### src/rtl/clint_params.sv
// rtl/clint_params.sv - register map, response codes and helpers for the CLINT
package clint_params;

    localparam logic [15:0] MSIP_OFF     = 16'h0000;
    localparam logic [15:0] MTIMECMP_OFF = 16'h4000;
    localparam logic [15:0] MTIME_OFF    = 16'hBFF8;

    typedef enum logic [1:0] {
        RESP_OKAY   = 2'b00,
        RESP_SLVERR = 2'b10,
        RESP_DECERR = 2'b11
    } axi_resp_e;

    typedef enum logic [1:0] {
        REG_NONE,
        REG_MSIP,
        REG_MTIMECMP,
        REG_MTIME
    } reg_sel_e;

    // word is addr[15:3]; the byte offset inside a 64-bit word is never decoded
    function automatic reg_sel_e decode_reg(input logic [12:0] word);
        if (word == MSIP_OFF[15:3])          return REG_MSIP;
        else if (word == MTIMECMP_OFF[15:3]) return REG_MTIMECMP;
        else if (word == MTIME_OFF[15:3])    return REG_MTIME;
        else                                 return REG_NONE;
    endfunction

    function automatic logic [63:0] strb_merge(input logic [63:0] old_val,
                                               input logic [63:0] new_val,
                                               input logic [7:0]  strb);
        logic [63:0] res;
        res = old_val;
        for (int i = 0; i < 8; i++) begin
            if (strb[i]) res[i*8 +: 8] = new_val[i*8 +: 8];
        end
        return res;
    endfunction

endpackage

### src/rtl/axi4lite_if.sv
// rtl/axi4lite_if.sv - AXI4-Lite bus with 64-bit data
interface axi4lite #(
    parameter int ADDR_WIDTH = 16
);
    logic [ADDR_WIDTH-1:0] awaddr;
    logic                  awvalid;
    logic                  awready;
    logic [63:0]           wdata;
    logic [7:0]            wstrb;
    logic                  wvalid;
    logic                  wready;
    logic [1:0]            bresp;
    logic                  bvalid;
    logic                  bready;
    logic [ADDR_WIDTH-1:0] araddr;
    logic                  arvalid;
    logic                  arready;
    logic [63:0]           rdata;
    logic [1:0]            rresp;
    logic                  rvalid;
    logic                  rready;

    modport slave (
        input  awaddr, awvalid, wdata, wstrb, wvalid, bready, araddr, arvalid, rready,
        output awready, wready, bresp, bvalid, arready, rdata, rresp, rvalid
    );

    modport master (
        output awaddr, awvalid, wdata, wstrb, wvalid, bready, araddr, arvalid, rready,
        input  awready, wready, bresp, bvalid, arready, rdata, rresp, rvalid
    );
endinterface

### src/rtl/clint_axi_slave_port.sv
// rtl/clint_axi_slave_port.sv - AXI4-Lite handshake front-end with B/R holding registers
module axi4lite_reg_port
    import clint_params::*;
(
    input  logic        clk,
    input  logic        rst,
    axi4lite.slave      bus,
    output logic        wr_en_o,
    output logic [12:0] wr_addr_o,
    output logic [63:0] wr_data_o,
    output logic [7:0]  wr_strb_o,
    input  logic        wr_err_i,
    output logic        rd_en_o,
    output logic [12:0] rd_addr_o,
    input  logic [63:0] rd_data_i,
    input  logic        rd_err_i
);
    logic        bvalid_q;
    axi_resp_e   bresp_q;
    logic        rvalid_q;
    axi_resp_e   rresp_q;
    logic [63:0] rdata_q;
    logic        unused_addr_bits;

    assign unused_addr_bits = ^{bus.awaddr[2:0], bus.araddr[2:0]};

    assign bus.awready = ~bvalid_q;
    assign bus.wready  = ~bvalid_q;
    assign bus.bvalid  = bvalid_q;
    assign bus.bresp   = bresp_q;
    assign bus.arready = ~rvalid_q;
    assign bus.rvalid  = rvalid_q;
    assign bus.rresp   = rresp_q;
    assign bus.rdata   = rdata_q;

    // AW and W are only taken together, never one without the other
    assign wr_en_o   = bus.awvalid & bus.wvalid & ~bvalid_q;
    assign wr_addr_o = bus.awaddr[15:3];
    assign wr_data_o = bus.wdata;
    assign wr_strb_o = bus.wstrb;
    assign rd_en_o   = bus.arvalid & ~rvalid_q;
    assign rd_addr_o = bus.araddr[15:3];

    always_ff @(posedge clk or posedge rst) begin
        if (rst) begin
            bvalid_q <= 1'b0;
            bresp_q  <= RESP_OKAY;
            rvalid_q <= 1'b0;
            rresp_q  <= RESP_OKAY;
            rdata_q  <= '0;
        end else begin
            if (wr_en_o) begin
                bvalid_q <= 1'b1;
                bresp_q  <= wr_err_i ? RESP_DECERR : RESP_OKAY;
            end else if (bus.bready) begin
                bvalid_q <= 1'b0;
            end
            if (rd_en_o) begin
                rvalid_q <= 1'b1;
                rresp_q  <= rd_err_i ? RESP_DECERR : RESP_OKAY;
                rdata_q  <= rd_err_i ? '0 : rd_data_i;
            end else if (bus.rready) begin
                rvalid_q <= 1'b0;
            end
        end
    end
endmodule

### src/rtl/clint_axi_slave.sv
// rtl/clint_axi_slave.sv - core-local interruptor: msip, mtimecmp, free-running mtime
module clint_axi_slave
    import clint_params::*;
#(
    parameter int          ADDR_WIDTH  = 16,
    parameter int          TICK_DIV    = 1,
    parameter logic [63:0] MTIME_RESET = 64'h0
) (
    input  logic   clk,
    input  logic   rst,
    axi4lite.slave bus,
    output logic   timer_irq,
    output logic   soft_irq
);
    localparam logic [15:0] PRESC_LAST = 16'(TICK_DIV - 1);

    logic        wr_en, rd_en, wr_err, rd_err, tick;
    logic [12:0] wr_addr, rd_addr;
    logic [63:0] wr_data, rd_data;
    logic [7:0]  wr_strb;
    reg_sel_e    wr_sel, rd_sel;

    logic        msip_q, msip_d;
    logic [63:0] mtimecmp_q, mtimecmp_d;
    logic [63:0] mtime_q, mtime_d;
    logic [15:0] presc_q, presc_d;
    logic        timer_irq_q;

    axi4lite_reg_port u_port (
        .clk       (clk),
        .rst       (rst),
        .bus       (bus),
        .wr_en_o   (wr_en),
        .wr_addr_o (wr_addr),
        .wr_data_o (wr_data),
        .wr_strb_o (wr_strb),
        .wr_err_i  (wr_err),
        .rd_en_o   (rd_en),
        .rd_addr_o (rd_addr),
        .rd_data_i (rd_data),
        .rd_err_i  (rd_err)
    );

    assign wr_sel = decode_reg(wr_addr);
    assign rd_sel = decode_reg(rd_addr);
    assign wr_err = (wr_sel == REG_NONE);
    assign rd_err = (rd_sel == REG_NONE);

    // reads see the register state before this edge's write or tick
    always_comb begin
        rd_data = '0;
        if (rd_en) begin
            case (rd_sel)
                REG_MSIP:     rd_data = {63'b0, msip_q};
                REG_MTIMECMP: rd_data = mtimecmp_q;
                REG_MTIME:    rd_data = mtime_q;
                default:      rd_data = '0;
            endcase
        end
    end

    assign tick = (presc_q == PRESC_LAST);

    // an mtime write overrides the tick; the prescaler keeps running regardless
    always_comb begin
        msip_d     = msip_q;
        mtimecmp_d = mtimecmp_q;
        mtime_d    = tick ? mtime_q + 64'd1 : mtime_q;
        presc_d    = tick ? 16'd0 : presc_q + 16'd1;
        if (wr_en) begin
            case (wr_sel)
                REG_MSIP:     if (wr_strb[0]) msip_d = wr_data[0];
                REG_MTIMECMP: mtimecmp_d = strb_merge(mtimecmp_q, wr_data, wr_strb);
                REG_MTIME:    mtime_d    = strb_merge(mtime_q, wr_data, wr_strb);
                default:      ;
            endcase
        end
    end

    always_ff @(posedge clk or posedge rst) begin
        if (rst) begin
            msip_q      <= 1'b0;
            mtimecmp_q  <= '1;
            mtime_q     <= MTIME_RESET;
            presc_q     <= '0;
            timer_irq_q <= 1'b0;
        end else begin
            msip_q      <= msip_d;
            mtimecmp_q  <= mtimecmp_d;
            mtime_q     <= mtime_d;
            presc_q     <= presc_d;
            timer_irq_q <= (mtime_q >= mtimecmp_q);
        end
    end

    assign timer_irq = timer_irq_q;
    assign soft_irq  = msip_q;
endmodule

### src/flat_wrapper.sv
// flat-port wrapper written by rule: the top's interface ports become plain ports
module clint_axi_slave_flat import clint_params::*;
#(
    parameter int          ADDR_WIDTH  = 16,
    parameter int          TICK_DIV    = 1,
    parameter logic [63:0] MTIME_RESET = 64'h0
)
  (clk, rst, timer_irq, soft_irq, bus_awaddr, bus_awvalid, bus_wdata, bus_wstrb, bus_wvalid, bus_bready, bus_araddr, bus_arvalid, bus_rready, bus_awready, bus_wready, bus_bresp, bus_bvalid, bus_arready, bus_rdata, bus_rresp, bus_rvalid);
  axi4lite #(.ADDR_WIDTH(ADDR_WIDTH)) bus_i ();
  input  logic clk;
  input  logic rst;
  output logic timer_irq;
  output logic soft_irq;
  input wire logic [$bits(bus_i.awaddr)-1:0] bus_awaddr;
  input wire logic [$bits(bus_i.awvalid)-1:0] bus_awvalid;
  input wire logic [$bits(bus_i.wdata)-1:0] bus_wdata;
  input wire logic [$bits(bus_i.wstrb)-1:0] bus_wstrb;
  input wire logic [$bits(bus_i.wvalid)-1:0] bus_wvalid;
  input wire logic [$bits(bus_i.bready)-1:0] bus_bready;
  input wire logic [$bits(bus_i.araddr)-1:0] bus_araddr;
  input wire logic [$bits(bus_i.arvalid)-1:0] bus_arvalid;
  input wire logic [$bits(bus_i.rready)-1:0] bus_rready;
  output wire logic [$bits(bus_i.awready)-1:0] bus_awready;
  output wire logic [$bits(bus_i.wready)-1:0] bus_wready;
  output wire logic [$bits(bus_i.bresp)-1:0] bus_bresp;
  output wire logic [$bits(bus_i.bvalid)-1:0] bus_bvalid;
  output wire logic [$bits(bus_i.arready)-1:0] bus_arready;
  output wire logic [$bits(bus_i.rdata)-1:0] bus_rdata;
  output wire logic [$bits(bus_i.rresp)-1:0] bus_rresp;
  output wire logic [$bits(bus_i.rvalid)-1:0] bus_rvalid;
  assign bus_i.awaddr = bus_awaddr;
  assign bus_i.awvalid = bus_awvalid;
  assign bus_i.wdata = bus_wdata;
  assign bus_i.wstrb = bus_wstrb;
  assign bus_i.wvalid = bus_wvalid;
  assign bus_i.bready = bus_bready;
  assign bus_i.araddr = bus_araddr;
  assign bus_i.arvalid = bus_arvalid;
  assign bus_i.rready = bus_rready;
  assign bus_awready = bus_i.awready;
  assign bus_wready = bus_i.wready;
  assign bus_bresp = bus_i.bresp;
  assign bus_bvalid = bus_i.bvalid;
  assign bus_arready = bus_i.arready;
  assign bus_rdata = bus_i.rdata;
  assign bus_rresp = bus_i.rresp;
  assign bus_rvalid = bus_i.rvalid;
  clint_axi_slave #(.ADDR_WIDTH(ADDR_WIDTH), .TICK_DIV(TICK_DIV), .MTIME_RESET(MTIME_RESET)) u_core (.clk(clk), .rst(rst), .bus(bus_i), .timer_irq(timer_irq), .soft_irq(soft_irq));
endmodule
### config.mk
export PLATFORM = sky130hd
export DESIGN_NAME = clint_axi_slave_flat
export DESIGN_NICKNAME = d
export VERILOG_FILES = /design/src/rtl/clint_params.sv /design/src/rtl/axi4lite_if.sv /design/src/rtl/clint_axi_slave_port.sv /design/src/rtl/clint_axi_slave.sv /design/src/flat_wrapper.sv
export SDC_FILE = /design/constraint.sdc
export NUM_CORES = 1
export LEC_CHECK = 0
export CELL_PAD_IN_SITES_DETAIL_PLACEMENT = 1
export CELL_PAD_IN_SITES_GLOBAL_PLACEMENT = 2
export CORE_ASPECT_RATIO = 0.9
export CORE_MARGIN = 2
export CORE_UTILIZATION = 25
export DETAILED_ROUTE_END_ITERATION = 16
export GPL_TIMING_DRIVEN = 1
export PLACE_DENSITY = 0.73
export RECOVER_POWER = 25
export SLEW_MARGIN = 20
export SYNTH_ARGS = -nofsm -noshare
export SYNTH_HDL_FRONTEND = slang
export SYNTH_SLANG_ARGS = --single-unit
### constraint.sdc
create_clock -name clk -period 8.2 [get_ports clk]
set_clock_uncertainty 0.15 [all_clocks]
set_input_delay 1.64 -clock clk [delete_from_list [all_inputs] [get_ports clk]]
set_output_delay 1.64 -clock clk [all_outputs]
set_load 0.05 [all_outputs]
==> run summary, run 1 <==
========================================================================================
Nets@finish                                                                         1610
Cell area after placement                                                     14600 um^2
Total negative setup slack                                                          0 ps
Critical Path End Type                                                         async pin
Sequential area share after synthesis                                              0.449
Buffer count from post-CTS setup fixing                                                0
Worst setup path class                                                       in -> async
Site row count                                                                        76
Maximum number of pins on one net before global-route repair                          79
CTS H-tree lvls                                                                        1
Time the final worst path needs with I/O delays and setup                        4860 ps
IR Drop Worst-Case VDD                                                            125 uV
Leak                                                                             5.97 nW
Number of buffers between clock root and the deepest sink                              3
Initial antenna violation count                                                        2
Num ports                                                                            186
Share of post-route cells with drive strength above 1                              0.149
Finished Cell Area                                                            15400 um^2
Outcome                                                                     finished with violations
Count of cells resized by post-cts repair                                              0
Clock-pin slew on the worst setup and hold paths                                   60 ps
Height of the die                                                                 213 um
Most frequent cells after synthesis                                         152 x nand2_1, 150 x dfrtp_1, 101 x o21ai_0
Post-Syn Nets                                                                       1443
Worst flop-to-flop path startpoint                                          u_core.mtime_q[14]$_DFFE_PP0P_
Synth Register Bits                                                                  214
GRT Resource Usage Total                                                           0.170
Detailed-route via count                                                           10600
Relative slew slack                                                                -1.44
Iteration-0 DRC count of the detailed router                                         459
Depth of the worst register-to-register path                                           6
Worst path required time                                                         8600 ps
Starting density of the core                                                       0.253
Worst Min Path Start                                                        u_core.u_port.bus.rdata[44]$_DFFE_PP0P_
Number of endpoints failing setup at the final stage                                   0
Die width                                                                         236 um
Share of synthesized registers carrying an async set or reset                       1.00
Dominant cells by area after synthesis                                      dfrtp_1 31%, dfstp_2 14%, ha_1 6.9%
Via density per instance                                                            5.11
Critical path peak fanout                                                             73
Worst-path cell with the longest stage delay                                  clkinvlp_2
Final Hold Violating Endpoints                                                         0
Ys Warns                                                                               0
CP peak stage delay                                                              2030 ps
Library cell occupying the most area in the post-synthesis netlist               dfrtp_1
Multi-input gate area                                                          6150 um^2
Total CTS buffers                                                                     27
Full die area                                                                 50200 um^2
Syn Inst Count                                                                      1265
Yosys top cell area share                                                          0.310
Synthesized cell area                                                         12100 um^2
Total of max-cap violations                                                            1
TritonCTS clock tree                                                                done
Synth cell types                                                                      76
Hold-fix buffers, CTS                                                                  0
Final Cycle Share                                                                  0.593
Setup repair after global routing missed its margin                                false
Post-route DRC                                                                         0
Number of nets with antenna violations after detailed routing                          0
GR Overflow Total                                                                      0
Wirelength per Cell                                                              20.5 um
Post-synthesis to final-layout area growth                                         27.5%
List of cells traversed by the critical path                                dlygate4sd3_1 > clkinvlp_2 > buf_4
WL final                                                                        42700 um
Number of flops mapped to enable cells by yosys                                        0
Via count of the first global-routing pass                                         11200
Worst-skew pair later-pin latency                                                 550 ps
Global-route wire length before repair                                          66900 um
Area taken by flip-flops and latches                                           5440 um^2
Count of pins over their slew limit                                                   74
Violations in the final reports                                             capacitance limit, slew limit
Class of the worst hold path                                                  reg -> reg
Maximum clock rate                                                               206 MHz
Clock Tree Root                                                                clkbuf_16
Most used standard cell by instance count after synthesis                        nand2_1
Mapped Avg Cell Area                                                           9.56 um^2
Critical Path Start Type                                                    primary input
Minimum setup slack among reg-to-reg paths                                       4710 ps
Clock tree sinks                                                                     214
Sink of the worst hold path                                                 u_core.u_port.bus.rdata[44]$_DFFE_PP0P_
Actual transition at the worst max-transition pin                                3640 ps
Fill cell total of the finished layout                                              5468
Routability congestion estimate from global placement                              0.811
Number of search-and-repair iterations in the first detailed-routing pass              4
RR Endpoint                                                                 u_core.mtime_q[35]$_DFFE_PP0P_
Power density over the cells                                                 162 nW/um^2
IO Port Bufs                                                                         179
Endpoint arrival time on the critical path                                       5270 ps
Area of the core region                                                       47800 um^2
Hold Crit Depth                                                                        2
Detailed placement HPWL                                                         31600 um
Most frequently used flop master after synthesis                                 dfrtp_1
========================================================================================
power by group:
group          leakage [nW]  total, mW  switching, mW  internal [mW]
clock network         0.418       1.17          0.484          0.682
registers              2.61       1.10         0.0253           1.07
logic                  2.94      0.230          0.138         0.0922
total                  5.97       2.49          0.648           1.85
worst max path at each step:
| stage | startpoint | endpoint | slack, ps | cells past startpoint |
|---|---|---|---|---|
| 5_1_grt | rst | u_core.mtime_q[11]$_DFFE_PP0P_ | 2730 | 3 |
| 4_1_cts | bus_awaddr[5] | u_core.mtime_q[2]$_DFFE_PP0P_ | 3750 | 8 |
| 6_report | rst | u_core.mtime_q[9]$_DFFE_PP0P_ | 3340 | 3 |
| 2_1_floorplan | rst | u_core.mtime_q[0]$_DFFE_PP0P_ | 660 | 1 |
| 3_3_place_gp | bus_awaddr[5] | u_core.mtime_q[7]$_DFFE_PP0P_ | 3190 | 8 |
| 3_5_place_dp | bus_awaddr[5] | u_core.mtime_q[2]$_DFFE_PP0P_ | 3150 | 8 |
cell type report:
class                      count  share of cell area
clock inverter                 7             0.00389
inverter                      82              0.0200
sequential                   214               0.352
tap                          624              0.0506
multi-input combinational    914               0.399
antenna                        1            0.000162
timing repair buffer         193               0.123
clock buffer                  42              0.0507
routing by layer:
metal,track usage,wire length [um]
met4,0.0411,980
met2,0.281,19800
met5,0,0
met1,0.233,20100
met3,0.0256,1720
per-stage QoR:
| stage | setup WS, ps | utilization | std cells | power (mW) | hold slack, ps |
|---|---|---|---|---|---|
| 6_report | 3340 | 0.322 | 2077 | 2.49 | 326 |
| 2_1_floorplan | 665 | - | 1265 | 1.23 | 311 |
| 5_1_grt | 2730 | 0.322 | 2077 | 2.60 | 347 |
| 3_3_place_gp | 3190 | 0.305 | 2027 | 1.35 | 310 |
| 3_5_place_dp | 3150 | 0.305 | 2027 | 1.35 | 319 |
| 4_1_cts | 3750 | 0.322 | 2076 | 2.54 | 333 |
worst max-delay path, delay by kind of cell:
kind                   cells  cell delay (ps)
buffers and inverters      3             3550
flip-flops by register name (all words and copies together) (netlist names):
signal / count
u_core.mtime_q: 64
u_core.mtimecmp_q: 64
u_core.presc_q: 16
u_core.soft_irq: 1
u_core.timer_irq: 1
u_core.u_port.bus.bresp: 1
u_core.u_port.bus.bvalid: 1
u_core.u_port.bus.rdata: 64
u_core.u_port.bus.rresp: 1
u_core.u_port.bus.rvalid: 1
cells in the final DEF (no fill, tap or decap), types with 18 or more instances in the layout:
cell type / Yosys / routed
ha_1: 67 / 67
a22oi_1: 64 / 64
o21ai_0: 101 / 101
clkdlybuf4s50_1: 0 / 176
mux2_2: 64 / 64
inv_1: 82 / 81
nor4_1: 21 / 18
nor2_1: 76 / 75
dfstp_2: 64 / 64
nand3_1: 44 / 44
a21oi_1: 51 / 51
clkbuf_16: 0 / 27
dfrtp_1: 150 / 150
and3_1: 21 / 21
nand4_1: 28 / 28
nand2_1: 152 / 151
a211oi_1: 20 / 20
kinds of logic after synthesis:
family          Yosys count  synth area share
buf+inv                 137            0.0453
compound gates          329             0.179
mux                      69            0.0637
fa+ha+maj                67            0.0693
xor+xnor                 15            0.0109
simple gates            434             0.183
flops                   214             0.449
Note: power is estimated with default switching activity, not from simulation.
==> run 2: changes to the inputs <==
- PLACE_DENSITY: 0.73 -> 0.76
- clock period: 8.2 -> 4.1 ns (I/O delays scaled with it)
==> run summary, run 2 (synthesized netlist as in run 1, its figures left out) <==
========================================================================================
Die width                                                                         236 um   unchanged
Total of max-cap violations                                                            0   -1
Detailed placement HPWL                                                         31300 um   -0.91%
Initial antenna violation count                                                        2   unchanged
List of cells traversed by the critical path                                inv_1 > ha_1 > nor4b_1 > nand3_1 > or4_1 > nor4_2 > a31oi_1 > o31a_1
Class of the worst hold path                                                  reg -> reg
Iteration-0 DRC count of the detailed router                                         584   +27%
CP peak stage delay                                                               810 ps   -1220 ps
Number of endpoints failing setup at the final stage                                   0   unchanged
Final Hold Violating Endpoints                                                         0   unchanged
Wirelength per Cell                                                              20.0 um   -2.8%
Worst hold-check slack                                                            329 ps   +3.40 ps
Count of buffering cells on the critical path with inverters included                  1   -2
TritonCTS clock tree                                                                done
Number of search-and-repair iterations in the first detailed-routing pass              4   unchanged
Worst-skew pair later-pin latency                                                 550 ps   about the same
GR peak layer                                                                       met2
Starting density of the core                                                       0.253   unchanged
Maximum number of pins on one net before global-route repair                          70   -11%
Total CTS buffers                                                                     27   unchanged
Time the final worst path needs with I/O delays and setup                        3290 ps
Sink of the worst hold path                                                 u_core.u_port.bus.rdata[39]$_DFFE_PP0P_
Routability congestion estimate from global placement                              0.836   +3.1%
RR Endpoint                                                                 u_core.mtime_q[63]$_DFFE_PP0P_
Maximum clock rate                                                               304 MHz
Share of post-route cells with drive strength above 1                              0.162   +0.0128
Number of buffers between clock root and the deepest sink                              3   unchanged
Height of the die                                                                 213 um   unchanged
Worst setup path class                                                        reg -> reg
Worst flop-to-flop path startpoint                                          u_core.presc_q[0]$_DFF_PP0_
IO Port Bufs                                                                         179   unchanged
Critical path peak fanout                                                              8   -89%
Most common library cell in the layout ignoring fill and taps               clkdlybuf4s50_1
CTS H-tree lvls                                                                        1   unchanged
Actual transition at the worst max-transition pin                                1410 ps   -2240 ps
Worst-path cell with the longest stage delay                                       or4_1
Final Cycle Share                                                                  0.802
Power density over the cells                                                 331 nW/um^2   +100%
Outcome                                                                     finished clean
Number of nets with antenna violations after detailed routing                          0   unchanged
Global-route wire length before repair                                          66300 um   -0.98%
Site row count                                                                        76   unchanged
Worst Min Path Start                                                        u_core.u_port.bus.rdata[39]$_DFFE_PP0P_
WL final                                                                        41800 um   -2.1%
Full die area                                                                 50200 um^2   unchanged
Clock Tree Root                                                                clkbuf_16
Area of the core region                                                       47800 um^2   unchanged
Total negative setup slack                                                          0 ps   unchanged
IR Drop Worst-Case VDD                                                            256 uV   +110%
Leak                                                                             6.11 nW   +2.4%
Clock tree sinks                                                                     214   unchanged
Minimum setup slack among reg-to-reg paths                                        810 ps   -3900 ps
Critical Path Start Type                                                        register
GRT Resource Usage Total                                                           0.167   -0.00273
Critical Path End Type                                                          register
Num ports                                                                            186   unchanged
Met3 Use GR                                                                       0.0248   -0.000776
Grt met2 use                                                                       0.275   -0.00631
Worst path required time                                                         4390 ps   -4210 ps
Post-synthesis to final-layout area growth                                         29.7%
Endpoint arrival time on the critical path                                       3580 ps   -1690 ps
Detailed-route via count                                                           10700   +0.90%
Count of cells resized by post-cts repair                                              0   unchanged
Clock-pin slew on the worst setup and hold paths                                   60 ps   about the same
Post-route DRC                                                                         0   unchanged
Setup crit start                                                            u_core.presc_q[0]$_DFF_PP0_
Commonest cells after routing, fill and taps aside                          177 x clkdlybuf4s50_1, 151 x nand2_1, 150 x dfrtp_1, 101 x o21ai_0, 81 x inv_1
Met1 Track Usage GR                                                                0.228   -0.00481
Setup repair after global routing missed its margin                                false
Relative slew slack                                                               0.0624   +1.51
Count of pins over their slew limit                                                    0   -100%
Buffer count from post-CTS setup fixing                                                0   unchanged
Via density per instance                                                            5.12   +0.17%
GR Overflow Total                                                                      0   unchanged
Via count of the first global-routing pass                                         11300   +0.45%
Hold-fix buffers, CTS                                                                  0   unchanged
Nets@finish                                                                         1625   +0.93%
Hold Crit Depth                                                                        2   unchanged
Top Family by Delay on Critical Path                                        simple AND/OR/NAND/NOR gates
Depth of the worst register-to-register path                                           8   +2
========================================================================================
## run 2: worst min-delay path, stage by stage (launching register included)
cell and delay, ps:
dfrtp_1 340, nand2_1 50, o21ai_0 60
## run 2: area by class of cell
class | count | area (um^2)
antenna | 1 | 2.50
clock buffer | 39 | 811
clock inverter | 10 | 133
fill | 5484 | 32100
inverter | 82 | 309
multi-input combinational | 914 | 6150
sequential | 214 | 5440
tap | 624 | 781
timing repair buffer | 208 | 2070
## run 2: worst max path at each step
stage                                endpoint  slack, ps  cells after the start
3_3_place_gp   u_core.mtime_q[63]$_DFFE_PP0P_        590                      8
6_report       u_core.mtime_q[63]$_DFFE_PP0P_        810                      8
2_1_floorplan   u_core.mtime_q[0]$_DFFE_PP0P_        400                      1
3_5_place_dp   u_core.mtime_q[46]$_DFFE_PP0P_        540                      8
4_1_cts        u_core.mtime_q[63]$_DFFE_PP0P_        820                      8
5_1_grt        u_core.mtime_q[63]$_DFFE_PP0P_        520                      8
## run 2: power by group
part           leakage, nW  internal, mW  switching, mW
Combinational         3.03         0.190          0.270
Sequential            2.61          2.15         0.0476
Clock                0.472          1.55          0.977
Total                 6.11          3.89           1.29
## run 2: routing by layer
layer / vias to the layer above / part of all wire / wire length (um)
met1: 5388 / 0.47 / 19700
met5: - / 0.00024 / 10
met4: 2 / 0.028 / 1160
li1: 5036 / - / -
met2: 200 / 0.46 / 19300
met3: 75 / 0.038 / 1600
## run 2: through the flow
step                instances  worst slack (ps)  instance area [um^2]  power, mW   util
detailed placement       2042               536                 14800       2.70  0.309
finish                   2092               813                 15700       5.18  0.328
global placement         2042               589                 14800       2.69  0.309
floorplan                1265               398                 12100       2.46      -
global route             2092               522                 15700       5.38  0.328
CTS                      2091               825                 15700       5.27  0.329
==> RTL change, RTL diff (flow settings as in run 2) <==
Put one more register stage on the output `timer_irq`, without a reset. The value now appears one clock later. The other outputs are not delayed to match.
--- a/src/rtl/clint_axi_slave.sv
+++ b/src/rtl/clint_axi_slave.sv
@@ -93,7 +93,9 @@
         end
     end
 
-    assign timer_irq = timer_irq_q;
+    always_ff @(posedge clk) begin
+        timer_irq <= timer_irq_q;
+    end
     assign soft_irq  = msip_q;
 endmodule
 
Behaviour: not the same (Yosys sat finds a counterexample within 4 cycles, from zero or initial values and one cycle with rst high).
==> RTL change against run 2 <==
The run now ends with max-capacitance violations, max-slew violations left. Worst setup slack got worse by 0.0062 ns. Global-route usage fell by 0.12 points. Power rose by 4.2%. Combinational power barely moved. Sequential cell count rose by 1. Sequential share of layout area fell by 0.066 points. Area after synthesis rose by 0.17%. Wire length barely moved. Count of clock-buffer cells in the layout fell by 6. Final area rose by 0.56%.
==> RTL change: results (changes against run 2) <==
status finished with violations; failing checks max-capacitance violations, max-slew violations; worst setup margin 0.807 ns (-0.00616 ns); crit path from u_core.presc_q[0]; met1 GRT Util 22.8% (-0.025 points); Hold Path Class reg2reg; Multi-In Gates 914 (unchanged); CP arrival 3.61 ns (+0.03 ns); CP max stage delay 0.84 ns (+0.03 ns); Slew Limit Fails 63 (+63); dpl cell area 14800 sq um (about the same); worst slew pin tran 1.64 ns (+0.232 ns); nonclk buf count 206 (-0.96%); Final HPWL DP 31200 um (-0.22%); DRT iter0 DRCs 582 (-0.34%); H-tree levels 1 (unchanged); Seq cells 215 (+0.47%); register area share after synthesis 45.0% (+0.091 points); HP Start u_core.timer_irq_q; Async SR Flop Fraction 99.5% (-0.47 points); met3 Usage GRT 2.61% (+0.13 points); share of layout cells above drive strength 1 16.2% (+0.068 points); met2 Usage GRT 27.5% (+0.061 points); clock buf count 33 (-15%); met2 routed WL 19600 um (+1.8%); largest cells by area after synthesis dfrtp_1 31%, dfstp_2 14%, ha_1 6.9%, mux2_2 5.9%, nand2_1 4.7%; Fillers 5459 (-0.46%); Max Cap Viol 1 (+1); Clock buf/inv share 6.47% (+0.46 points); multi-input combinational area share 39.0% (-0.22 points); fin nets 1624 (-0.062%); CTS-repair resized insts 0 (unchanged); WL met1 19600 um (-0.60%); first-pass GRT wire length 65800 um (-0.69%); DR WL met3 1730 um (+8.3%); number of distinct library cells after synthesis 77 (+1.3%); Peak supply drop 0.000280 V (+9.5%); Ant. Diodes 2 (+1); Leakage Power 6.14 nW (+0.43%); P per Cell Area 343 nW/um^2 (+3.7%); RD Place Congestion 0.813 (-2.8%); Clk Latency, worst-skew pair 0.56 ns; crit path to u_core.mtime_q[25]; total number of vias 10700 (-0.25%); Hold Crit Depth 0 (-2); Post-Syn Nets 1444 (+0.069%); clock slew at reported path FFs 0.06 ns (about the same); Routed WL 41700 um (about the same); largest net degree at the start of global routing 105 (+50%); Seq area share 34.6% (-0.066 points); buffering overhead 13.0% (-0.15 points); root buffer cell clkbuf_16; Tot GR Track Use 16.6% (-0.12 points); Hold EP u_core.timer_irq; TritonRoute pass-1 iters 5 (+1); Layout area overhead 30.2%; Post-Place Worst Slack 0.635 ns (+0.0985 ns)
==> RTL change: changes by cell type after synthesis, sizes merged <==
cell / before / now
dfxtp: 0 / 1
==> RTL change: per-stage QoR <==
step / power, mW / util (%) / hold WS, ns / std cells
2_1_floorplan: 2.47 / - / 0.174 / 1266
3_3_place_gp: 2.70 / 30.9 / 0.186 / 2041
3_5_place_dp: 2.71 / 30.9 / 0.186 / 2041
4_1_cts: 5.50 / 33.0 / 0.182 / 2091
5_1_grt: 5.61 / 33.0 / 0.201 / 2092
6_report: 5.40 / 33.0 / 0.190 / 2093
==> RTL change: where the power goes <==
group	internal [mW]	switching [mW]
clock network	1.74	1.01
logic	0.189	0.270
registers	2.16	0.0481
==> RTL change: cell families after synthesis <==
kind of cell / synth area share [%]
fa+ha+maj: 6.92
buf+inv: 4.52
xor+xnor: 1.08
flops: 45.0
compound gates: 17.9
mux: 6.36
simple gates: 18.2
